===== config.mk =====
export PLATFORM = sky130hd
export DESIGN_NAME = ps2_tx_flat
export DESIGN_NICKNAME = d
export VERILOG_FILES = /design/src/rtl/ps2_tx_if.sv /design/src/rtl/ps2_tx.sv /design/src/flat_wrapper.sv
export SDC_FILE = /design/constraint.sdc
export NUM_CORES = 1
export LEC_CHECK = 0
export BUFFER_PORTS_ARGS = -buffer_cell sky130_fd_sc_hd__buf_2
export CAP_MARGIN = 20
export CORE_MARGIN = 1.5
export CORE_UTILIZATION = 40
export DETAILED_ROUTE_END_ITERATION = 16
export MAX_ROUTING_LAYER = met4
export PLACE_DENSITY_LB_ADDON = 0.1
export SETUP_SLACK_MARGIN = 0.1
export SYNTH_ARGS = -nofsm -noshare
export SYNTH_HDL_FRONTEND = slang
export SYNTH_SLANG_ARGS = --single-unit

===== constraint.sdc =====
create_clock -name i_clk -period 2 [get_ports i_clk]
set_input_delay 0.4 -clock i_clk [delete_from_list [all_inputs] [get_ports i_clk]]
set_output_delay 0.4 -clock i_clk [all_outputs]
set_load 0.05 [all_outputs]

===== src/rtl/ps2_tx_if.sv =====
// ps2_tx_if: command-byte handshake between a requester and the PS/2 host transmitter.
// The requester (master) offers a byte with i_valid/i_data; the transmitter (slave)
// reports o_ready/o_busy and ends each accepted transfer with a one-cycle o_done/o_err.
interface ps2_tx_if;
  logic       i_valid;
  logic [7:0] i_data;
  logic       o_ready;
  logic       o_busy;
  logic       o_done;
  logic       o_err;

  modport master (
    output i_valid,
    output i_data,
    input  o_ready,
    input  o_busy,
    input  o_done,
    input  o_err
  );

  modport slave (
    input  i_valid,
    input  i_data,
    output o_ready,
    output o_busy,
    output o_done,
    output o_err
  );
endinterface


===== src/rtl/ps2_tx.sv =====
// ps2_tx: PS/2 host-to-device transmitter. Performs the request-to-send sequence
// (clock inhibit, start bit), shifts out 8 data bits LSB first, odd parity and stop
// on device clock falling edges, then samples the device ACK.
// Optional: define PS2_TX_TIMEOUT_EN to enable the transfer watchdog (TIMEOUT_CYCLES).
module ps2_tx #(
  parameter int unsigned INHIBIT_CYCLES = 5000,
  parameter int unsigned FILTER_LEN     = 8,
  parameter int unsigned TIMEOUT_CYCLES = 1000000
) (
  input  logic    i_clk,
  input  logic    i_rst_n,
  input  logic    i_ps2_clk,
  input  logic    i_ps2_data,
  output logic    o_ps2_clk_oe,
  output logic    o_ps2_data_oe,
  ps2_tx_if.slave bus
);

  localparam int unsigned InhW = $clog2(INHIBIT_CYCLES + 1);
  localparam int unsigned FltW = $clog2(FILTER_LEN + 1);
  localparam logic [InhW-1:0] InhLast   = InhW'(INHIBIT_CYCLES - 1);
  // Only reachable when INHIBIT_CYCLES >= 2; the InhLast test is evaluated first.
  localparam logic [InhW-1:0] InhPenult = InhW'(INHIBIT_CYCLES - 2);
  localparam logic [FltW-1:0] FiltLast  = FltW'(FILTER_LEN - 1);

  typedef enum logic [2:0] {
    StIdle,
    StInhibit,
    StSend,
    StAck,
    StWaitIdle
  } state_e;

  state_e state_q, state_d;

  logic [1:0]      clk_sync_q;
  logic [1:0]      data_sync_q;
  logic            clk_filt_q;
  logic [FltW-1:0] filt_cnt_q;
  logic            clk_fall_q;

  logic [InhW-1:0] inh_cnt_q, inh_cnt_d;
  logic [9:0]      shift_q, shift_d;
  logic [3:0]      bit_cnt_q, bit_cnt_d;
  logic            clk_oe_q, clk_oe_d;
  logic            data_oe_q, data_oe_d;
  logic            err_q, err_d;
  logic            done_q, done_d;
  logic            err_out_q, err_out_d;
  logic            ready;
  logic            accept;
  logic            wd_hit;

  // Synchronize both lines and debounce the clock; clk_fall_q pulses on an accepted 1->0.
  always_ff @(posedge i_clk or negedge i_rst_n) begin
    if (!i_rst_n) begin
      clk_sync_q  <= 2'b11;
      data_sync_q <= 2'b11;
      clk_filt_q  <= 1'b1;
      filt_cnt_q  <= '0;
      clk_fall_q  <= 1'b0;
    end else begin
      clk_sync_q  <= {clk_sync_q[0], i_ps2_clk};
      data_sync_q <= {data_sync_q[0], i_ps2_data};
      clk_fall_q  <= 1'b0;
      if (clk_sync_q[1] == clk_filt_q) begin
        filt_cnt_q <= '0;
      end else if (filt_cnt_q == FiltLast) begin
        filt_cnt_q <= '0;
        clk_filt_q <= clk_sync_q[1];
        clk_fall_q <= clk_filt_q;
      end else begin
        filt_cnt_q <= filt_cnt_q + FltW'(1);
      end
    end
  end

`ifdef PS2_TX_TIMEOUT_EN
  localparam int unsigned WdW = $clog2(TIMEOUT_CYCLES + 1);
  localparam logic [WdW-1:0] WdLast = WdW'(TIMEOUT_CYCLES - 1);

  logic [WdW-1:0] wd_q, wd_d;
  logic           wd_active;

  // Watchdog runs only once the device is expected to be clocking.
  always_comb begin
    wd_active = (state_q == StSend) || (state_q == StAck) || (state_q == StWaitIdle);
    wd_d      = wd_active ? wd_q + WdW'(1) : '0;
    wd_hit    = wd_active && (wd_q == WdLast);
  end

  // Watchdog counter register.
  always_ff @(posedge i_clk or negedge i_rst_n) begin
    if (!i_rst_n) begin
      wd_q <= '0;
    end else begin
      wd_q <= wd_d;
    end
  end
`else
  assign wd_hit = 1'b0;
`endif

  // Ready is held low during the done pulse so a new byte starts the cycle after.
  assign ready  = (state_q == StIdle) && !done_q;
  assign accept = bus.i_valid && ready;

  // Next-state and registered-output logic for the transfer sequence.
  always_comb begin
    state_d   = state_q;
    inh_cnt_d = inh_cnt_q;
    shift_d   = shift_q;
    bit_cnt_d = bit_cnt_q;
    clk_oe_d  = clk_oe_q;
    data_oe_d = data_oe_q;
    err_d     = err_q;
    done_d    = 1'b0;
    err_out_d = 1'b0;

    unique case (state_q)
      StIdle: begin
        clk_oe_d  = 1'b0;
        data_oe_d = 1'b0;
        if (accept) begin
          state_d   = StInhibit;
          inh_cnt_d = '0;
          shift_d   = {1'b1, ~^bus.i_data, bus.i_data};
          bit_cnt_d = '0;
          err_d     = 1'b0;
          clk_oe_d  = 1'b1;
          data_oe_d = (INHIBIT_CYCLES == 1);
        end
      end
      StInhibit: begin
        if (inh_cnt_q == InhLast) begin
          state_d   = StSend;
          clk_oe_d  = 1'b0;
          data_oe_d = 1'b1;
        end else begin
          inh_cnt_d = inh_cnt_q + InhW'(1);
          // Start bit goes low in the final inhibit cycle.
          if (inh_cnt_q == InhPenult) begin
            data_oe_d = 1'b1;
          end
        end
      end
      StSend: begin
        if (clk_fall_q) begin
          data_oe_d = ~shift_q[0];
          shift_d   = {1'b0, shift_q[9:1]};
          bit_cnt_d = bit_cnt_q + 4'd1;
          if (bit_cnt_q == 4'd9) begin
            state_d = StAck;
          end
        end
      end
      StAck: begin
        if (clk_fall_q) begin
          err_d   = data_sync_q[1];
          state_d = StWaitIdle;
        end
      end
      StWaitIdle: begin
        if (clk_filt_q && data_sync_q[1]) begin
          done_d    = 1'b1;
          err_out_d = err_q;
          state_d   = StIdle;
        end
      end
      default: begin
        state_d   = StIdle;
        clk_oe_d  = 1'b0;
        data_oe_d = 1'b0;
      end
    endcase

    if (wd_hit) begin
      state_d   = StIdle;
      clk_oe_d  = 1'b0;
      data_oe_d = 1'b0;
      done_d    = 1'b1;
      err_out_d = 1'b1;
    end
  end

  // State and output registers; reset releases both lines immediately.
  always_ff @(posedge i_clk or negedge i_rst_n) begin
    if (!i_rst_n) begin
      state_q   <= StIdle;
      inh_cnt_q <= '0;
      shift_q   <= '0;
      bit_cnt_q <= '0;
      clk_oe_q  <= 1'b0;
      data_oe_q <= 1'b0;
      err_q     <= 1'b0;
      done_q    <= 1'b0;
      err_out_q <= 1'b0;
    end else begin
      state_q   <= state_d;
      inh_cnt_q <= inh_cnt_d;
      shift_q   <= shift_d;
      bit_cnt_q <= bit_cnt_d;
      clk_oe_q  <= clk_oe_d;
      data_oe_q <= data_oe_d;
      err_q     <= err_d;
      done_q    <= done_d;
      err_out_q <= err_out_d;
    end
  end

  assign o_ps2_clk_oe  = clk_oe_q;
  assign o_ps2_data_oe = data_oe_q;
  assign bus.o_ready   = ready;
  assign bus.o_busy    = ~ready;
  assign bus.o_done    = done_q;
  assign bus.o_err     = err_out_q;

endmodule


===== src/flat_wrapper.sv =====
// flat-port wrapper written by rule: the top's interface ports become plain ports
module ps2_tx_flat 
#(
  parameter int unsigned INHIBIT_CYCLES = 5000,
  parameter int unsigned FILTER_LEN     = 8,
  parameter int unsigned TIMEOUT_CYCLES = 1000000
)
  (i_clk, i_rst_n, i_ps2_clk, i_ps2_data, o_ps2_clk_oe, o_ps2_data_oe, bus_i_valid, bus_i_data, bus_o_ready, bus_o_busy, bus_o_done, bus_o_err);
  ps2_tx_if bus_i ();
  input  logic i_clk;
  input  logic i_rst_n;
  input  logic i_ps2_clk;
  input  logic i_ps2_data;
  output logic o_ps2_clk_oe;
  output logic o_ps2_data_oe;
  input wire logic [$bits(bus_i.i_valid)-1:0] bus_i_valid;
  input wire logic [$bits(bus_i.i_data)-1:0] bus_i_data;
  output wire logic [$bits(bus_i.o_ready)-1:0] bus_o_ready;
  output wire logic [$bits(bus_i.o_busy)-1:0] bus_o_busy;
  output wire logic [$bits(bus_i.o_done)-1:0] bus_o_done;
  output wire logic [$bits(bus_i.o_err)-1:0] bus_o_err;
  assign bus_i.i_valid = bus_i_valid;
  assign bus_i.i_data = bus_i_data;
  assign bus_o_ready = bus_i.o_ready;
  assign bus_o_busy = bus_i.o_busy;
  assign bus_o_done = bus_i.o_done;
  assign bus_o_err = bus_i.o_err;
  ps2_tx #(.INHIBIT_CYCLES(INHIBIT_CYCLES), .FILTER_LEN(FILTER_LEN), .TIMEOUT_CYCLES(TIMEOUT_CYCLES)) u_core (.i_clk(i_clk), .i_rst_n(i_rst_n), .i_ps2_clk(i_ps2_clk), .i_ps2_data(i_ps2_data), .o_ps2_clk_oe(o_ps2_clk_oe), .o_ps2_data_oe(o_ps2_data_oe), .bus(bus_i));
endmodule

[After elaboration in Yosys (flattened, before gate mapping)]
Index checks and enable logic that the tools add are counted.
Word-level totals
  bits of input ports: 13
  output and inout bits: 6
  bits in registers: 45
Operators by class
  $add $sub $neg: 3
  reduce and logical (&&, ||, !) cells: 18
  equal/unequal tests: 17
  multiplexer cells: 34
  bitwise logic cells: 5
Operators by type and width (number)
  $eq 13x13->1 const B: 2
  $mux 13: 2
  $pmux 13 s2: 1
  $mux 10: 2
  $pmux 10 s2: 1
  $mux 3: 6
  $mux 4: 4
  $pmux 3 s5: 1
  $add 13x1->13 const B: 1
  $mux 1: 13
  $ne 2x1->1 const B: 6
  $reduce_and 3->1: 4
  $add 4x1->4 const B: 2
  $pmux 4 s2: 1
  $reduce_xnor 8->1: 1
  $eq 3x2->1 const B: 2
  $pmux 1 s3: 2
  $reduce_and 6->1: 1
  $reduce_bool 2->1: 3
  $not 1->1: 5
  $eq 4x3->1 const B: 1
  $eq 4x4->1 const B: 1
  $reduce_and 2->1: 2
  $eq 3x1->1 const B: 1
  other kinds (10): 12

[Depth between registers and ports, before layout]
  depth in word-level cells: 5
  gate-level depth with buffers: 6

[Worst setup path after synthesis]
No wires, ideal clock.
  path kind: register to register
  from: register u_core.done_q (netlist: u_core.bus.o_done)
  to: register u_core.shift_q[0]
  buffers on the path: 0
  setup slack: -284 ps
  cell stages (with the launch flop): 5
  arrival time: 2159 ps
  clock period less this slack: 2284 ps
  required time: 1875 ps
  path through: dfrtp_1 nor4_4 a21oi_2 nor2_2 mux2_2
On the way
  longest elaborated chain between the ends: 5
RTL lines
  from (decl): RTL line ps2_tx.sv:48  | logic done_q, done_d;
  from (signal assigned): RTL line ps2_tx.sv:206  | done_q <= done_d;
  $logic_not 1->1: RTL line ps2_tx.sv:105  | assign ready = (state_q == StIdle) && !done_q;
  $logic_and 1x1->1: RTL line ps2_tx.sv:105
  via bus_o_ready: RTL line flat_wrapper.sv:18  | output wire logic [$bits(bus_i.o_ready)-1:0] bus_o_ready;
  $logic_and 1x1->1: RTL line ps2_tx.sv:106  | assign accept = bus.i_valid && ready;
  $ne 2x1->1 (no line)
  $reduce_and 3->1 (no line)
  to (signal assigned): RTL line ps2_tx.sv:201  | shift_q <= shift_d;
  to (decl): RTL line ps2_tx.sv:43  | logic [9:0] shift_q, shift_d;
The timed path passes the listed nets, and every way through them passes these cells.
A chain may end at the register's enable or synchronous reset.

[Final worst setup path]
  from: register u_core.state_q[2]
  to: output port bus_o_ready
On the way
  longest elaborated chain between the ends: 2
RTL lines
  from (decl): RTL line ps2_tx.sv:34  | state_e state_q, state_d;
  from (signal assigned): RTL line ps2_tx.sv:189  | state_q <= StIdle;
  from (signal assigned): RTL line ps2_tx.sv:199  | state_q <= state_d;
  $logic_not 3->1: RTL line ps2_tx.sv:105
  $logic_and 1x1->1: RTL line ps2_tx.sv:105
  to (decl): RTL line flat_wrapper.sv:18
No other way between the ends.

==> impl_metrics.env <==
export IMPL_diodes=0
export IMPL_cp_end_kind="primary output"
export IMPL_cp_max_fo=6
export IMPL_use_met3_pct=3.54
export IMPL_placed_cells=321
export IMPL_fmax_mhz=542
export IMPL_outcome="finished clean"
export IMPL_synth_seq_cells=45
export IMPL_synth_simple_area_share_pct=17.3
export IMPL_synth_xor_xnor_area_share_pct=3.33
export IMPL_hold_viol=0
export IMPL_cp_data_required_time_ps=1600
export IMPL_clkLatencyLatePin_ps=290
export IMPL_ios=19
export IMPL_grt_max_degree=46
export IMPL_crit_top_cell="buf_4"
export IMPL_synth_top_family_by_area="simple AND/OR/NAND/NOR gates"
export IMPL_routedWlPerCell_um=14.8
export IMPL_async_reset_ff_share_pct=100
export IMPL_gr_total_overflow=0
export IMPL_area_delta_synth_final_pct=19.7
export IMPL_synthAdderAreaFrac_pct=2.65
export IMPL_hold_buffers=0
export IMPL_max_slew_margin_pct=71.8
export IMPL_drv_cap=0
export IMPL_fin_cells=333
export IMPL_slew_violations=0
export IMPL_synth_edf_count=0
export IMPL_tns_ps=0
export IMPL_reg2reg_from="u_core.state_q[1]"
export IMPL_ys_flop_type="dfrtp_1"
export IMPL_finalNetCount=278
export IMPL_grt_setup_unrepaired="true"
export IMPL_grt_met2_usage_pct=23.4
export IMPL_hp_class="in2async"
export IMPL_drcViolationCount=0
export IMPL_port_buffers=18
export IMPL_synth_nets=242
export IMPL_cpPeakStageDelay_ps=470
export IMPL_p_total_uw=1820
export IMPL_die_y_um=79.9
export IMPL_clk_pin_slew_ps=90
export IMPL_busiest_layer="met1"
export IMPL_startpoint="u_core.state_q[2]"
export IMPL_synth_cell_types=52
export IMPL_reg2reg_depth=7
export IMPL_routed_wirelength_mm=4.93
export IMPL_synth_area_mm2=0.00236
export IMPL_finalCritPeriodShare_pct=92.2
export IMPL_place_congestion=0.846
export IMPL_first_pass_iters=4
export IMPL_numCtsBuffers=5
export IMPL_std_cell_rows=27
export IMPL_ant_nets=0
export IMPL_syn_avg_cell_area_um2=10.6
export IMPL_die_area_mm2=0.00638
export IMPL_grt_util_met1_pct=27.3
export IMPL_fin_skew_ps=5.72
export IMPL_clkSinkCount=45
export IMPL_track_usage_pct=17.8
export IMPL_peakVddDrop_v=0.000491
export IMPL_drt_iter0_markers=104
export IMPL_worst_pin_slew_ps=421
export IMPL_cp_start_kind="flip-flop"
export IMPL_place_area_mm2=0.00266
export IMPL_clockRootBuffer="clkbuf_8"
export IMPL_worstPathArrival_ps=1440
export IMPL_synth_compound_area_share_pct=16.8
export IMPL_slowest_stage="dfrtp_2"
export IMPL_worstPathCellList="nor4_4 > buf_4 > buf_4"
export IMPL_drive_above_1_share_pct=30.3
export IMPL_cts_tree="built"
export IMPL_vias=1824
export IMPL_dieWidth_um=79.9
export IMPL_synth_mux_area_fraction_pct=8.94
export IMPL_yosys_warnings=0
export IMPL_htree_levels=2
export IMPL_cp_depth=3
export IMPL_routed_via_density=5.48
export IMPL_grt_pass1_vias=1684
export IMPL_p_leak_uw=0.00126
export IMPL_min_period_ps=1840
export IMPL_grt_antenna_before_repair=0
export IMPL_cp_num_buf_inv=2
export IMPL_critical_path_top_delay_family="flip-flops"
export IMPL_yosysSeqAreaShare_pct=47.9
export IMPL_post_dp_hpwl_mm=3.60
export IMPL_power_density_mw_per_mm2=642
export IMPL_clockBufferDepth=2
export IMPL_setup_viol=0
export IMPL_start_util_pct=42.2
export IMPL_fin_area_mm2=0.00283
export IMPL_worstSetupPathType="reg2out"
export IMPL_grt_pass1_wl_mm=8.48
export IMPL_core_region_area_mm2=0.00561
export IMPL_hold_slack_ps=60.2
export IMPL_syn_inst=224
-- layout make-up --
cell class / instances / area, um2
multi-input cells: 162 / 1180
well taps: 72 / 90.1
repair buffers: 38 / 278
flip-flops and latches: 45 / 1140
fillers: 521 / 2780
clock inverters: 3 / 46.3
inverters: 8 / 30.0
clock buffers: 5 / 68.8
-- cells in the final DEF, fill, tap and decap left out, drive strengths merged, types with 2 or more instances in the layout --
cell / count
o211ai: 3
nor3: 9
nor2: 12
o31ai: 3
nand3: 6
nand4: 5
mux2i: 2
and2: 5
o2bb2ai: 2
xnor2: 8
dfstp: 5
nor3b: 3
nor2b: 2
dfrtp: 40
a31oi: 6
a21oi: 13
o21ai: 12
or4: 4
a221o: 3
inv: 8
mux2: 17
nor4: 4
o21a: 5
nand2: 11
o41ai: 2
ha: 5
clkbuf: 5
and4: 2
and3: 2
buf: 38
-- state kept, by name (all words and copies together), names as in the netlist --
register / count
u_core.bus.o_err: 1
u_core.bit_cnt_q: 4
u_core.clk_sync_q: 2
u_core.filt_cnt_q: 4
u_core.data_sync_q: 2
u_core.shift_q: 10
u_core.clk_fall_q: 1
u_core.clk_filt_q: 1
u_core.o_ps2_clk_oe: 1
u_core.o_ps2_data_oe: 1
u_core.state_q: 3
u_core.err_q: 1
u_core.bus.o_done: 1
u_core.inh_cnt_q: 13
-- per-stage QoR --
step / utilization [%] / worst slack (ps)
detailed placement: 47.5 / 85.0
finish: 50.5 / 155
floorplan: - / -146
global route: 50.5 / 59.6
global placement: 47.5 / 125
CTS: 49.8 / 102
-- synthesized netlist by cell type (all sizes together), types with 2 or more instances --
master	n	area (um2)
clkbuf	3	11.3
nand4	5	31.3
nor2	12	50.1
and4	2	17.5
o2bb2ai	2	17.5
xnor2	8	70.1
o211ai	3	22.5
o21ai	12	60.1
a21oi	13	68.8
mux2	17	191
or4	4	30.0
nor4	4	46.3
nor2b	2	12.5
dfstp	5	131
mux2i	2	20.0
nand3	6	30.0
a31oi	6	37.5
o41ai	2	17.5
nor3	9	45.0
a221o	3	30.0
o31ai	3	22.5
and2	5	31.3
and3	2	12.5
dfrtp	40	1000
nand2	11	41.3
o21a	5	37.5
buf	6	32.5
nor3b	3	22.5
ha	5	62.6
inv	8	30.0
-- report_power, final --
group          internal (uW)  switching, uW
clock                    374            312
combinational           75.4           72.0
sequential               955           28.1
total                   1400            412
-- timing repair --
item / in CTS / in global routing
pin swaps: 1 / 1
setup endpoints to repair: 5 / 19
resized for setup: 3 / 7
setup buffers: 1 / 3
-- kinds of logic after synthesis --
logic type | Yosys count
flops | 45
xor+xnor | 9
simple gates | 70
fa+ha+maj | 5
mux | 19
buf+inv | 17
compound gates | 59
-- worst paths after layout --
check / to / slack [ps]
min in group i_clk: u_core.data_sync_q[0] / 190
worst max register to register: u_core.inh_cnt_q[8] / 210
worst min-delay path: u_core.inh_cnt_q[5] / 60
worst max-delay path: bus_o_ready / 160
worst min register to register: u_core.data_sync_q[1] / 360
max in group asynchronous: u_core.clk_sync_q[1] / 1650
-- per-layer routing --
metal,vias up,routed length (um),part of all wire [%]
met5,-,0,0
met4,0,37,0.75
met3,5,207,4.2
met2,30,2060,42
met1,877,2630,53
li1,912,-,-
(Power assumes the default switching activity.)
